### config.mk
export PLATFORM = sky130hd
export DESIGN_NAME = nvdla_cmac_pwr_ctrl_flat
export DESIGN_NICKNAME = d
export VERILOG_FILES = /design/src/rtl/nvdla_cmac_pwr_ctrl_pkg.sv /design/src/rtl/nvdla_cmac_pwr_ctrl_if.sv /design/src/rtl/nvdla_cmac_pwr_ctrl_idle_timer.sv /design/src/rtl/nvdla_cmac_pwr_ctrl.sv /design/src/flat_wrapper.sv
export SDC_FILE = /design/constraint.sdc
export NUM_CORES = 1
export LEC_CHECK = 0
export ABC_CLOCK_PERIOD_IN_PS = 2700
export CORE_MARGIN = 1.5
export CORE_UTILIZATION = 32
export CTS_CLUSTER_DIAMETER = 200
export DETAILED_ROUTE_END_ITERATION = 16
export GPL_TIMING_DRIVEN = 1
export PLACE_DENSITY = 0.87
export SYNTH_ARGS = -nofsm -noshare
export SYNTH_HDL_FRONTEND = slang
export SYNTH_SLANG_ARGS = --single-unit
### constraint.sdc
create_clock -name nvdla_core_clk -period 2.7 [get_ports nvdla_core_clk]
set_input_delay 0.54 -clock nvdla_core_clk [delete_from_list [all_inputs] [get_ports nvdla_core_clk]]
set_output_delay 0.54 -clock nvdla_core_clk [all_outputs]
set_load 0.005 [all_outputs]
### src/rtl/nvdla_cmac_pwr_ctrl_pkg.sv
// Shared types and constants for the CMAC Q-channel power controller.
// Also holds the qreqn decode, so every user derives qreqn from the state the same way.
package nvdla_cmac_pwr_pkg;

  localparam int PD_W   = 63;
  localparam int DENY_W = 8;

  typedef enum logic [2:0] {
    PWR_RUN    = 3'd0,
    PWR_REQ    = 3'd1,
    PWR_STOP   = 3'd2,
    PWR_WAKE   = 3'd3,
    PWR_DENIED = 3'd4
  } pwr_state_e;

  // qreqn is low only while quiescence is being requested or held.
  function automatic logic pwr_qreqn(input logic [2:0] st);
    return !((st == PWR_REQ) || (st == PWR_STOP));
  endfunction

endpackage

### src/rtl/nvdla_cmac_pwr_ctrl_if.sv
// Bundles the CSB forwarding path, CMAC activity inputs, Q-channel and status signals.
// The master modport is the controller's view; slave is the surrounding environment.
interface nvdla_cmac_pwr_ctrl_if;
  import nvdla_cmac_pwr_pkg::*;

  logic              pwr_en;
  logic              csb_req_pvld;
  logic              csb_req_prdy;
  logic [PD_W-1:0]   csb_req_pd;
  logic              cmac_req_pvld;
  logic              cmac_req_prdy;
  logic [PD_W-1:0]   cmac_req_pd;
  logic              cmac_resp_valid;
  logic              reg2dp_op_en;
  logic              qreqn;
  logic              qacceptn;
  logic              qdeny;
  logic [2:0]        pwr_state;
  logic [DENY_W-1:0] deny_cnt;
  logic              proto_err;

  modport master (
    input  pwr_en, csb_req_pvld, csb_req_pd, cmac_req_prdy,
           cmac_resp_valid, reg2dp_op_en, qacceptn, qdeny,
    output csb_req_prdy, cmac_req_pvld, cmac_req_pd, qreqn,
           pwr_state, deny_cnt, proto_err
  );

  modport slave (
    output pwr_en, csb_req_pvld, csb_req_pd, cmac_req_prdy,
           cmac_resp_valid, reg2dp_op_en, qacceptn, qdeny,
    input  csb_req_prdy, cmac_req_pvld, cmac_req_pd, qreqn,
           pwr_state, deny_cnt, proto_err
  );

endinterface

### src/rtl/nvdla_cmac_pwr_ctrl_idle_timer.sv
// Counts consecutive idle cycles and flags the cycle in which the idle window completes.
// The count restarts on any busy cycle, on expiry, or while clr_i is held.
module nvdla_cmac_idle_timer #(
  parameter int IDLE_W      = 8,
  parameter int IDLE_THRESH = 16
) (
  input  logic clk_i,
  input  logic rst_i,
  input  logic idle_i,
  input  logic clr_i,
  output logic expire_o
);

  localparam logic [IDLE_W-1:0] LAST_CNT = IDLE_W'(IDLE_THRESH - 1);

  logic [IDLE_W-1:0] cnt_q;
  logic [IDLE_W-1:0] cnt_d;

  assign expire_o = idle_i & ~clr_i & (cnt_q == LAST_CNT);

  always_comb begin
    cnt_d = cnt_q + 1'b1;
    if (clr_i || !idle_i || expire_o) begin
      cnt_d = '0;
    end
  end

  always_ff @(posedge clk_i) begin
    if (rst_i) begin
      cnt_q <= '0;
    end else begin
      cnt_q <= cnt_d;
    end
  end

endmodule

### src/rtl/nvdla_cmac_pwr_ctrl.sv
// Q-channel master for CMAC: requests quiescence after an idle window, wakes on CSB traffic
// or software disable, and only lets CSB requests through while the device is running.
module nvdla_cmac_pwr_ctrl
  import nvdla_cmac_pwr_pkg::*;
#(
  parameter int IDLE_W      = 8,
  parameter int IDLE_THRESH = 16
) (
  input  logic                         nvdla_core_clk,
  input  logic                         nvdla_core_rst,
  nvdla_cmac_pwr_ctrl_if.master        pwr_if
);

  localparam logic [2:0] ST_RUN    = PWR_RUN;
  localparam logic [2:0] ST_REQ    = PWR_REQ;
  localparam logic [2:0] ST_STOP   = PWR_STOP;
  localparam logic [2:0] ST_WAKE   = PWR_WAKE;
  localparam logic [2:0] ST_DENIED = PWR_DENIED;

  logic [2:0]        state_q;
  logic [2:0]        state_d;
  logic [DENY_W-1:0] deny_cnt_q;
  logic [DENY_W-1:0] deny_cnt_d;
  logic              proto_err_q;
  logic              proto_err_d;
  logic              in_run;
  logic              idle;
  logic              idle_expire;

  assign in_run = (state_q == ST_RUN);
  assign idle   = pwr_if.pwr_en & ~pwr_if.csb_req_pvld &
                  ~pwr_if.cmac_resp_valid & ~pwr_if.reg2dp_op_en;

  // Requests outside RUN are back-pressured rather than dropped.
  assign pwr_if.cmac_req_pvld = pwr_if.csb_req_pvld & in_run;
  assign pwr_if.csb_req_prdy  = pwr_if.cmac_req_prdy & in_run;
  assign pwr_if.cmac_req_pd   = pwr_if.csb_req_pd;

  assign pwr_if.qreqn     = pwr_qreqn(state_q);
  assign pwr_if.pwr_state = state_q;
  assign pwr_if.deny_cnt  = deny_cnt_q;
  assign pwr_if.proto_err = proto_err_q;

  // Held clear outside RUN so every entry into RUN starts a fresh idle window.
  nvdla_cmac_idle_timer #(
    .IDLE_W      (IDLE_W),
    .IDLE_THRESH (IDLE_THRESH)
  ) u_idle_timer (
    .clk_i    (nvdla_core_clk),
    .rst_i    (nvdla_core_rst),
    .idle_i   (idle),
    .clr_i    (~in_run),
    .expire_o (idle_expire)
  );

  always_comb begin
    state_d     = state_q;
    deny_cnt_d  = deny_cnt_q;
    proto_err_d = proto_err_q;
    case (state_q)
      ST_RUN: begin
        if (pwr_if.qdeny) proto_err_d = 1'b1;
        if (idle_expire)  state_d     = ST_REQ;
      end
      ST_REQ: begin
        // A simultaneous deny and accept is illegal; the deny is honoured.
        if (pwr_if.qdeny) begin
          state_d = ST_DENIED;
          if (deny_cnt_q != {DENY_W{1'b1}}) deny_cnt_d = deny_cnt_q + 1'b1;
          if (!pwr_if.qacceptn) proto_err_d = 1'b1;
        end else if (!pwr_if.qacceptn) begin
          state_d = ST_STOP;
        end
      end
      ST_STOP: begin
        if (pwr_if.qacceptn) proto_err_d = 1'b1;
        if (pwr_if.csb_req_pvld || !pwr_if.pwr_en) state_d = ST_WAKE;
      end
      ST_WAKE: begin
        if (pwr_if.qacceptn) state_d = ST_RUN;
      end
      ST_DENIED: begin
        if (!pwr_if.qdeny) state_d = ST_RUN;
      end
      default: state_d = ST_WAKE;
    endcase
  end

  always_ff @(posedge nvdla_core_clk) begin
    if (nvdla_core_rst) begin
      state_q     <= ST_WAKE;
      deny_cnt_q  <= '0;
      proto_err_q <= 1'b0;
    end else begin
      state_q     <= state_d;
      deny_cnt_q  <= deny_cnt_d;
      proto_err_q <= proto_err_d;
    end
  end

endmodule

### src/flat_wrapper.sv
// flat-port wrapper written by rule: the top's interface ports become plain ports
module nvdla_cmac_pwr_ctrl_flat import nvdla_cmac_pwr_pkg::*;
#(
  parameter int IDLE_W      = 8,
  parameter int IDLE_THRESH = 16
)
  (nvdla_core_clk, nvdla_core_rst, pwr_if_pwr_en, pwr_if_csb_req_pvld, pwr_if_csb_req_pd, pwr_if_cmac_req_prdy, pwr_if_cmac_resp_valid, pwr_if_reg2dp_op_en, pwr_if_qacceptn, pwr_if_qdeny, pwr_if_csb_req_prdy, pwr_if_cmac_req_pvld, pwr_if_cmac_req_pd, pwr_if_qreqn, pwr_if_pwr_state, pwr_if_deny_cnt, pwr_if_proto_err);
  nvdla_cmac_pwr_ctrl_if pwr_if_i ();
  input  logic nvdla_core_clk;
  input  logic nvdla_core_rst;
  input wire logic [$bits(pwr_if_i.pwr_en)-1:0] pwr_if_pwr_en;
  input wire logic [$bits(pwr_if_i.csb_req_pvld)-1:0] pwr_if_csb_req_pvld;
  input wire logic [$bits(pwr_if_i.csb_req_pd)-1:0] pwr_if_csb_req_pd;
  input wire logic [$bits(pwr_if_i.cmac_req_prdy)-1:0] pwr_if_cmac_req_prdy;
  input wire logic [$bits(pwr_if_i.cmac_resp_valid)-1:0] pwr_if_cmac_resp_valid;
  input wire logic [$bits(pwr_if_i.reg2dp_op_en)-1:0] pwr_if_reg2dp_op_en;
  input wire logic [$bits(pwr_if_i.qacceptn)-1:0] pwr_if_qacceptn;
  input wire logic [$bits(pwr_if_i.qdeny)-1:0] pwr_if_qdeny;
  output wire logic [$bits(pwr_if_i.csb_req_prdy)-1:0] pwr_if_csb_req_prdy;
  output wire logic [$bits(pwr_if_i.cmac_req_pvld)-1:0] pwr_if_cmac_req_pvld;
  output wire logic [$bits(pwr_if_i.cmac_req_pd)-1:0] pwr_if_cmac_req_pd;
  output wire logic [$bits(pwr_if_i.qreqn)-1:0] pwr_if_qreqn;
  output wire logic [$bits(pwr_if_i.pwr_state)-1:0] pwr_if_pwr_state;
  output wire logic [$bits(pwr_if_i.deny_cnt)-1:0] pwr_if_deny_cnt;
  output wire logic [$bits(pwr_if_i.proto_err)-1:0] pwr_if_proto_err;
  assign pwr_if_i.pwr_en = pwr_if_pwr_en;
  assign pwr_if_i.csb_req_pvld = pwr_if_csb_req_pvld;
  assign pwr_if_i.csb_req_pd = pwr_if_csb_req_pd;
  assign pwr_if_i.cmac_req_prdy = pwr_if_cmac_req_prdy;
  assign pwr_if_i.cmac_resp_valid = pwr_if_cmac_resp_valid;
  assign pwr_if_i.reg2dp_op_en = pwr_if_reg2dp_op_en;
  assign pwr_if_i.qacceptn = pwr_if_qacceptn;
  assign pwr_if_i.qdeny = pwr_if_qdeny;
  assign pwr_if_csb_req_prdy = pwr_if_i.csb_req_prdy;
  assign pwr_if_cmac_req_pvld = pwr_if_i.cmac_req_pvld;
  assign pwr_if_cmac_req_pd = pwr_if_i.cmac_req_pd;
  assign pwr_if_qreqn = pwr_if_i.qreqn;
  assign pwr_if_pwr_state = pwr_if_i.pwr_state;
  assign pwr_if_deny_cnt = pwr_if_i.deny_cnt;
  assign pwr_if_proto_err = pwr_if_i.proto_err;
  nvdla_cmac_pwr_ctrl #(.IDLE_W(IDLE_W), .IDLE_THRESH(IDLE_THRESH)) u_core (.nvdla_core_clk(nvdla_core_clk), .nvdla_core_rst(nvdla_core_rst), .pwr_if(pwr_if_i));
endmodule
# Yosys cells after proc, flatten, opt, wreduce, memory -nomap -nowiden
# Index checks and enable logic that the tools add are counted.
# word_totals
output_inout_bits	78
register_bits	20
word_cells	57
in_bits	72
# classes
addsub	2
n_mux	12
eq_ne	15
bitwise	11
n_reduce_logical	13
# op_table
cell	n
3-bit 2-to-1 mux	6
8-bit by 1-bit adder with 8-bit output (second input constant)	2
2-bit != test (second input constant)	8
3-bit case mux with 5 select lines	1
5-bit AND reduction	2
8-bit by 4-bit equality test with 1-bit output (second input constant)	1
8-bit != test (second input constant)	1
1-bit AND	7
3-bit by 2-bit equality test with 1-bit output (second input constant)	2
1-bit logical OR	4
1-bit 2-to-1 mux	4
1-bit NOT	4
3-bit by 1-bit equality test with 1-bit output (second input constant)	1
3-bit equality test (second input constant)	1
1-bit zero test	3
3-bit zero test	1
3-bit != test (second input constant)	1
1-bit case mux with 3 select lines	1
3-bit AND reduction	1
3-bit nonzero test	1
2-bit OR reduction	1

# Longest topological paths before layout
# Gate-level depths: netlist of run 1.
# logic_depth
depth_word	8
depth_mapped	6

# Hierarchy
# Synthesis of run 1 repeated with hierarchy kept, for this count alone.
# unflattened
hier_cells	186
area_unflattened_um2	1566.5
# by_module_without_submodules
module	cells_each	n_inst	area_per_inst_um2
nvdla_cmac_pwr_ctrl	146	1	1189.9
nvdla_cmac_idle_timer	40	1	376.6

# Least setup slack after synthesis of run 1
# Ideal clock, no wire load.
# synth_timing
kind	in2reg
start	in pwr_if_csb_req_pvld
end	reg u_core.state_q[0] (netlist: u_core.pwr_if.pwr_state[0])
n_path_buf	0
setup_ps	122
setup_slack_ps	780
t_arrival_ps	1798
cell_stages	4
required_time_ps	2578
path_cell_list	or4b_4 -> a221oi_4 -> a31oi_1 -> a311o_1
# synth_via
elab_chain_len	8
word_cells_on_any_way	10
classes_between	eq/ne (2); bitwise (6); reduce/logical (2)
# synth_lines
item	line	text
start, declared	flat_wrapper.sv:12	input wire logic [$bits(pwr_if_i.csb_req_pvld)-1:0] pwr_if_csb_req_pvld;
1-bit NOT	nvdla_cmac_pwr_ctrl.sv:31	assign idle = pwr_if.pwr_en & ~pwr_if.csb_req_pvld &
1-bit AND (2 in a row)	nvdla_cmac_pwr_ctrl.sv:31	
1-bit AND	nvdla_cmac_pwr_ctrl.sv:32	~pwr_if.cmac_resp_valid & ~pwr_if.reg2dp_op_en;
1-bit AND (2 in a row)	nvdla_cmac_pwr_ctrl_idle_timer.sv:19	assign expire_o = idle_i & ~clr_i & (cnt_q == LAST_CNT);
2-bit != test (no source line)	-	
5-bit AND reduction (no source line) *	-	
end signal, assigned	nvdla_cmac_pwr_ctrl.sv:95	state_q <= state_d;
end, declared	nvdla_cmac_pwr_ctrl.sv:20	logic [2:0] state_q;
# Mark *: on every way between the ends. The rest lies on a longest branch, timed or not.
# A chain may end at the register's enable or synchronous reset.

# Worst setup path after layout of run 1
# layout_timing
start	reg u_core.state_q[0] (netlist: u_core.pwr_if.pwr_state[0])
end	out pwr_if_cmac_req_pvld
# layout_via
elab_chain_len	2
# layout_lines
item	line	text
3-bit zero test	nvdla_cmac_pwr_ctrl.sv:30	assign in_run = (state_q == ST_RUN);
1-bit AND	nvdla_cmac_pwr_ctrl.sv:35	assign pwr_if.cmac_req_pvld = pwr_if.csb_req_pvld & in_run;
end, declared	flat_wrapper.sv:20	output wire logic [$bits(pwr_if_i.cmac_req_pvld)-1:0] pwr_if_cmac_req_pvld;
# Every way passes these cells.

==> results of run 1 <==
==> path summary, 6_finish.rpt <==
| check | start | to | slack, ps | depth (start not counted) |
|---|---|---|---|---|
| hold reg to reg | u_core.u_idle_timer.cnt_q[0]$_SDFF_PP0_ | u_core.u_idle_timer.cnt_q[0]$_SDFF_PP0_ | 440 | 1 |
| hold / removal | u_core.u_idle_timer.cnt_q[0]$_SDFF_PP0_ | u_core.u_idle_timer.cnt_q[0]$_SDFF_PP0_ | 440 | 1 |
| setup reg to reg | u_core.pwr_if.pwr_state[0]$_SDFFE_PP1P_ | u_core.pwr_if.deny_cnt[7]$_SDFFE_PP0P_ | 920 | 4 |
| setup / recovery | u_core.pwr_if.pwr_state[0]$_SDFFE_PP1P_ | pwr_if_cmac_req_pvld | 450 | 3 |
==> power by group <==
group	switching (W)	total, W	internal [W]
Sequential	0.0000571	0.000375	0.000318
Clock	0.0000993	0.000229	0.000130
Combinational	0.0000981	0.000255	0.000157
Total	0.000254	0.000859	0.000605
==> cells by family after synthesis <==
group                    count (synthesis)  share of synthesized area (%)
buffers and inverters                   71                           34.3
AND/OR/NAND/NOR                         50                           19.2
multiplexers                             2                           1.35
flip-flops                              20                           26.9
XOR/XNOR                                13                           7.66
AO/OA/AOI/OAI                           15                           8.84
adder cells (fa/ha/maj)                  2                           1.68
==> synthesized netlist by cell type (2+ instances only) <==
master    instances  area (um^2)
inv_1             3         11.3
o211ai_1          2         15.0
and3_1            2         12.5
nor2b_1           2         12.5
nand2_1           5         18.8
a31oi_1           2         12.5
xor2_1            9         78.8
and2_1            3         18.8
dfxtp_1          20          400
or4_1             2         15.0
nand3_1           4         20.0
xnor2_1           4         35.0
buf_4            64          480
o21ai_0           2         10.0
nor2_1           19         71.3
buf_2             3         15.0
mux2i_1           2         20.0
ha_1              2         25.0
nand4_1           3         18.8
==> per-stage QoR <==
step / std cells / cell area (um^2) / setup slack [ps] / power, W / util (%)
6_report: 185 / 1350 / 446 / 0.000859 / 30.5
5_1_grt: 185 / 1350 / 345 / 0.000912 / 30.5
4_1_cts: 185 / 1350 / 416 / 0.000869 / 30.5
3_5_place_dp: 181 / 1290 / 272 / 0.000637 / 29.2
3_3_place_gp: 181 / 1290 / 312 / 0.000631 / 29.2
2_1_floorplan: 173 / 1490 / 780 / 0.000610 / -
==> sequential cells by signal (all words and copies together) (netlist names) <==
register / flops
u_core.pwr_if.proto_err: 1
u_core.pwr_if.deny_cnt: 8
u_core.u_idle_timer.cnt_q: 8
u_core.pwr_if.pwr_state: 3
==> worst max-delay path, delay by kind of cell (launching register included) <==
kind	cells	cell delay, ps
buffers and inverters	1	490
AND/OR/NAND/NOR	2	520
flip-flops	1	450
==> metal layers <==
layer  up-vias  part of all wire, %
met5         -                    0
met4         0                  2.8
met3        16                  9.0
met2        47                   48
met1       432                   40
li1        436                    -
==> area by class of cell <==
type	instances	share of cell area, %
multi-input cells	82	42.8
flip-flops and latches	20	29.8
repair buffers	24	17.7
well taps	52	4.84
clock buffers	4	4.09
inverters	3	0.837
==> impl_metrics.yaml, run 1 <==
final_layout:
  area_growth_pct: -9.51
  multi_input_area_um2: 576
  drive_gt1_share_pct: 9.02
  layout_commonest_cell: "clkdlybuf4s50_1"
  final_nets: 208
  diodes: 0
  final_cell_mix: "23 x clkdlybuf4s50_1, 20 x dfxtp_1, 19 x nor2_1, 9 x xor2_1, 5 x nand2_1"
  final-seq-area_um2: 400
  nFillCells: 456
hold_path:
  hold_path.class: "register to register"
worst_setup_path:
  max_stage_delay_ps: 490
  critical_path_class: "register to primary output"
  endpoint_kind: "primary output"
  start_kind: "register"
  cp.arrival_ps: 1710
  crit_path_max_fanout: 12
  cpMaxStageDelayCell: "clkdlybuf4s50_1"
  worstPathRequired_ps: 2160
  path_cells: "nor3_4, and2_2, clkdlybuf4s50_1"
drt:
  drtIter0Drc: 34
  drt_drc_violations_left: 0
  routed_wl_mm: 2.57
  avgViaCountPerCell: 5.03
  drt_pass1_iterations: 4
  vias: 931
  ant_nets: 0
  wl_per_cell_um: 13.9
timing:
  fin_hold_ws_ps: 439
  worstMarginPinSlew_ps: 519
  slew_violations: 0
  final.min_clock_period_ps: 2250
  relSlewSlack_pct: 64.9
  period_share_pct: 83.5
  finalSetupViolCount: 0
  hold_viol: 0
  rsz0062_at_grt: "false"
  timing.clock.skew_ps: 1.75
  setup_tns_ps: 0
  fmaxAchievable_ghz: 0.444
global_routing:
  grt_pass1_vias: 879
  met2_usage_pct: 15.8
  grt_max_degree: 15
  overflow: 0
  grt.met1_usage_pct: 11.4
  grt_use_met3_pct: 4.27
  antenna_found_initial: 0
  grt-busiest-layer: "met2"
  track_usage_pct: 10.1
  grt_pass1_wl_mm: 4.09
die:
  core_area_mm2: 0.00441
  dieArea_mm2: 0.00506
  die_y_um: 71.2
  die_w_um: 71.2
  start_util_pct: 33.7
  num_io_pins: 150
  num_rows: 24
clocking:
  cts_made_buffers: 3
  cts.clk_slew.worst_paths_ps: 70
  ctsResizeCount: 0
  postCtsSetupBuffers: 0
  clock_latency_ps: 260
  root_buffer: "clkbuf_8"
  numClockSinks: 20
  cts_hold_buf: 0
  clock_path_buffers: 2
  cts_tree: "built"
  htreeDepth: 1
place:
  gp_congestion: 0.763
  place.port_buffers: 23
  hpwl_mm: 1.89
logic_synthesis:
  yosysWarnings: 0
  avgSynthCellArea_um2: 8.59
  synth_edf_count: 0
  synth_fp_nets: 247
  ys_ff_latch: 20
  synth-main-ff-cell: "dfxtp_1"
  syn_inst: 173
  ys_seq_area_share_pct: 26.9
  async_flop_share_pct: 0
  synth_area_mm2: 0.00149
  synth.distinct_cells: 39
power_and_ir_drop:
  p_leak_nw: 0.472
  vdd_drop_max_v: 0.000277
  powerDensity_mw_per_mm2: 639
run_status:
  outcome: "finished, final reports clean"
flow_run:
  max_cap_violations: 0
Note: power is estimated with default switching activity, not from simulation.
==> run 2: changes to the inputs <==
--- a/config.mk
+++ b/config.mk
@@ -5,13 +5,13 @@
 export SDC_FILE = /design/constraint.sdc
 export NUM_CORES = 1
 export LEC_CHECK = 0
-export ABC_CLOCK_PERIOD_IN_PS = 2700
+export ABC_CLOCK_PERIOD_IN_PS = 2150
 export CORE_MARGIN = 1.5
-export CORE_UTILIZATION = 32
+export CORE_UTILIZATION = 30
 export CTS_CLUSTER_DIAMETER = 200
 export DETAILED_ROUTE_END_ITERATION = 16
 export GPL_TIMING_DRIVEN = 1
-export PLACE_DENSITY = 0.87
+export PLACE_DENSITY = 0.82
 export SYNTH_ARGS = -nofsm -noshare
 export SYNTH_HDL_FRONTEND = slang
 export SYNTH_SLANG_ARGS = --single-unit
==> constraint.sdc (replaced) <==
create_clock -name nvdla_core_clk -period 2.15 [get_ports nvdla_core_clk]
set_input_delay 0.43 -clock nvdla_core_clk [delete_from_list [all_inputs] [get_ports nvdla_core_clk]]
set_output_delay 0.43 -clock nvdla_core_clk [all_outputs]
set_load 0.005 [all_outputs]
==> run 2 against run 1 <==
  * Sequential power grew 27%
  * Sequential share of layout area shrank 1.2 points
  * Global-route usage is 0.74 points lower
==> impl_metrics.yaml, run 2 (synthesis results as in run 1) <==
global_routing:
  track_usage_pct: 9.32
  antenna_found_initial: 0
  overflow: 0
  grt_pass1_vias: 856
  grt_pass1_wl_mm: 3.91
  grt_max_degree: 14
timing:
  slew_violations: 0
  fin_hold_ws_ps: 441
  fmaxAchievable_ghz: 0.484
  relSlewSlack_pct: 72.6
  rsz0062_at_grt: "false"
  period_share_pct: 96.1
  timing.clock.skew_ps: 5.98
  worstMarginPinSlew_ps: 400
  finalSetupViolCount: 0
  hold_viol: 0
  final.min_clock_period_ps: 2070
flow_run:
  max_cap_violations: 0
die:
  dieArea_mm2: 0.00539
  start_util_pct: 31.3
  die_y_um: 73.4
  core_area_mm2: 0.00475
  num_io_pins: 150
  die_w_um: 73.4
  num_rows: 25
worst_setup_path:
  cp.arrival_ps: 2210
  start_kind: "input port"
  cpMaxStageDelayCell: "or4b_4"
  max_stage_delay_ps: 580
  endpoint_kind: "register"
  worstPathRequired_ps: 2300
  path_cells: "clkdlybuf4s50_1, or4b_4, a221oi_4, a31oi_1, a311o_1"
  critical_path_class: "input port to register"
  crit_path_max_fanout: 3
clocking:
  cts_tree: "built"
  cts.clk_slew.worst_paths_ps: 80
  root_buffer: "clkbuf_8"
  cts_made_buffers: 3
  numClockSinks: 20
  clock_path_buffers: 2
  htreeDepth: 1
  clock_latency_ps: 250
power_and_ir_drop:
  total_power_w: 0.00118
  powerDensity_mw_per_mm2: 840
  p_leak_nw: 0.493
  vdd_drop_max_v: 0.000283
final_layout:
  nFillCells: 524
  diodes: 0
  final_nets: 211
  final_cell_mix: "23 x clkdlybuf4s50_1, 19 x nor2_1, 19 x dfxtp_1, 9 x xor2_1, 5 x nand2_1"
  layout_commonest_cell: "clkdlybuf4s50_1"
  area_growth_pct: -5.56
  drive_gt1_share_pct: 11.8
  stdcell_area_mm2: 0.00140
place:
  gp_congestion: 0.800
  hpwl_mm: 1.80
  place.port_buffers: 23
  placed_cell_area_mm2: 0.00132
run_status:
  outcome: "finished, final reports clean"
drt:
  wl_per_cell_um: 11.9
  drtIter0Drc: 31
  avgViaCountPerCell: 4.61
  vias: 935
  drt_pass1_iterations: 4
  routed_wl_mm: 2.42
  ant_nets: 0
  drt_drc_violations_left: 0
hold_path:
  hold_path.class: "register to register"
run 2: cell count changes in the layout (fill, tap and decap cells not counted):
cell       previous run  this run
bufinv_16             0         1
dfxtp_2               0         1
buf_4                 1         4
clkbuf_8              4         3
dfxtp_1              20        19
run 2: worst paths after layout:
check,slack (ps),start,end,cells after the start
hold reg to reg,440,u_core.u_idle_timer.cnt_q[0]$_SDFF_PP0_,u_core.u_idle_timer.cnt_q[0]$_SDFF_PP0_,1
hold / removal,440,u_core.u_idle_timer.cnt_q[0]$_SDFF_PP0_,u_core.u_idle_timer.cnt_q[0]$_SDFF_PP0_,1
setup reg to reg,470,u_core.pwr_if.pwr_state[2]$_SDFFE_PP0P_,u_core.pwr_if.pwr_state[0]$_SDFFE_PP1P_,5
setup / recovery,80,pwr_if_csb_req_pvld,u_core.pwr_if.pwr_state[0]$_SDFFE_PP1P_,5
run 2: final cells by class:
cell class	instances	area (um^2)	area share, %
clock buffers	3	41.3	2.94
multi-input cells	82	576	41.0
inverters	3	11.3	0.802
clock inverters	1	30.0	2.14
repair buffers	27	260	18.5
flip-flops and latches	20	402	28.6
well taps	67	83.8	5.97
run 2: report_power, final:
group,internal (W),switching [W]
combinational,0.000206,0.000129
clock,0.000248,0.000121
sequential,0.000402,0.0000739
run 2: critical path: cells and delay by family:
kind | cells | cell delay [ps]
buffers and inverters | 1 | 440
and+or+nand+nor | 1 | 580
AOI/OAI and AO/OA | 3 | 770
run 2: repair_timing:
item	CTS	global route
setup buffers	0	1
cloned	0	0
gates resized for setup	0	1
pin swaps	1	1
setup endpoints to repair	1	3
hold buffers	0	0
run 2: routing by layer:
layer	vias to the layer above	wire length (um)	GRT usage, %
met1	435	1030	10.6
li1	446	-	-
met3	14	194	3.84
met2	40	1110	14.4
met4	0	87	5.76
met5	-	0	0
run 2: through the flow:
step                cells  TNS [ps]  setup slack (ps)  util, %
finish                203         0              83.2     29.5
global route          203         0              2.65     29.5
global placement      198      -154              -127     27.8
floorplan             173         0               340        -
detailed placement    198      -508              -179     27.8
CTS                   202         0              20.4     29.3
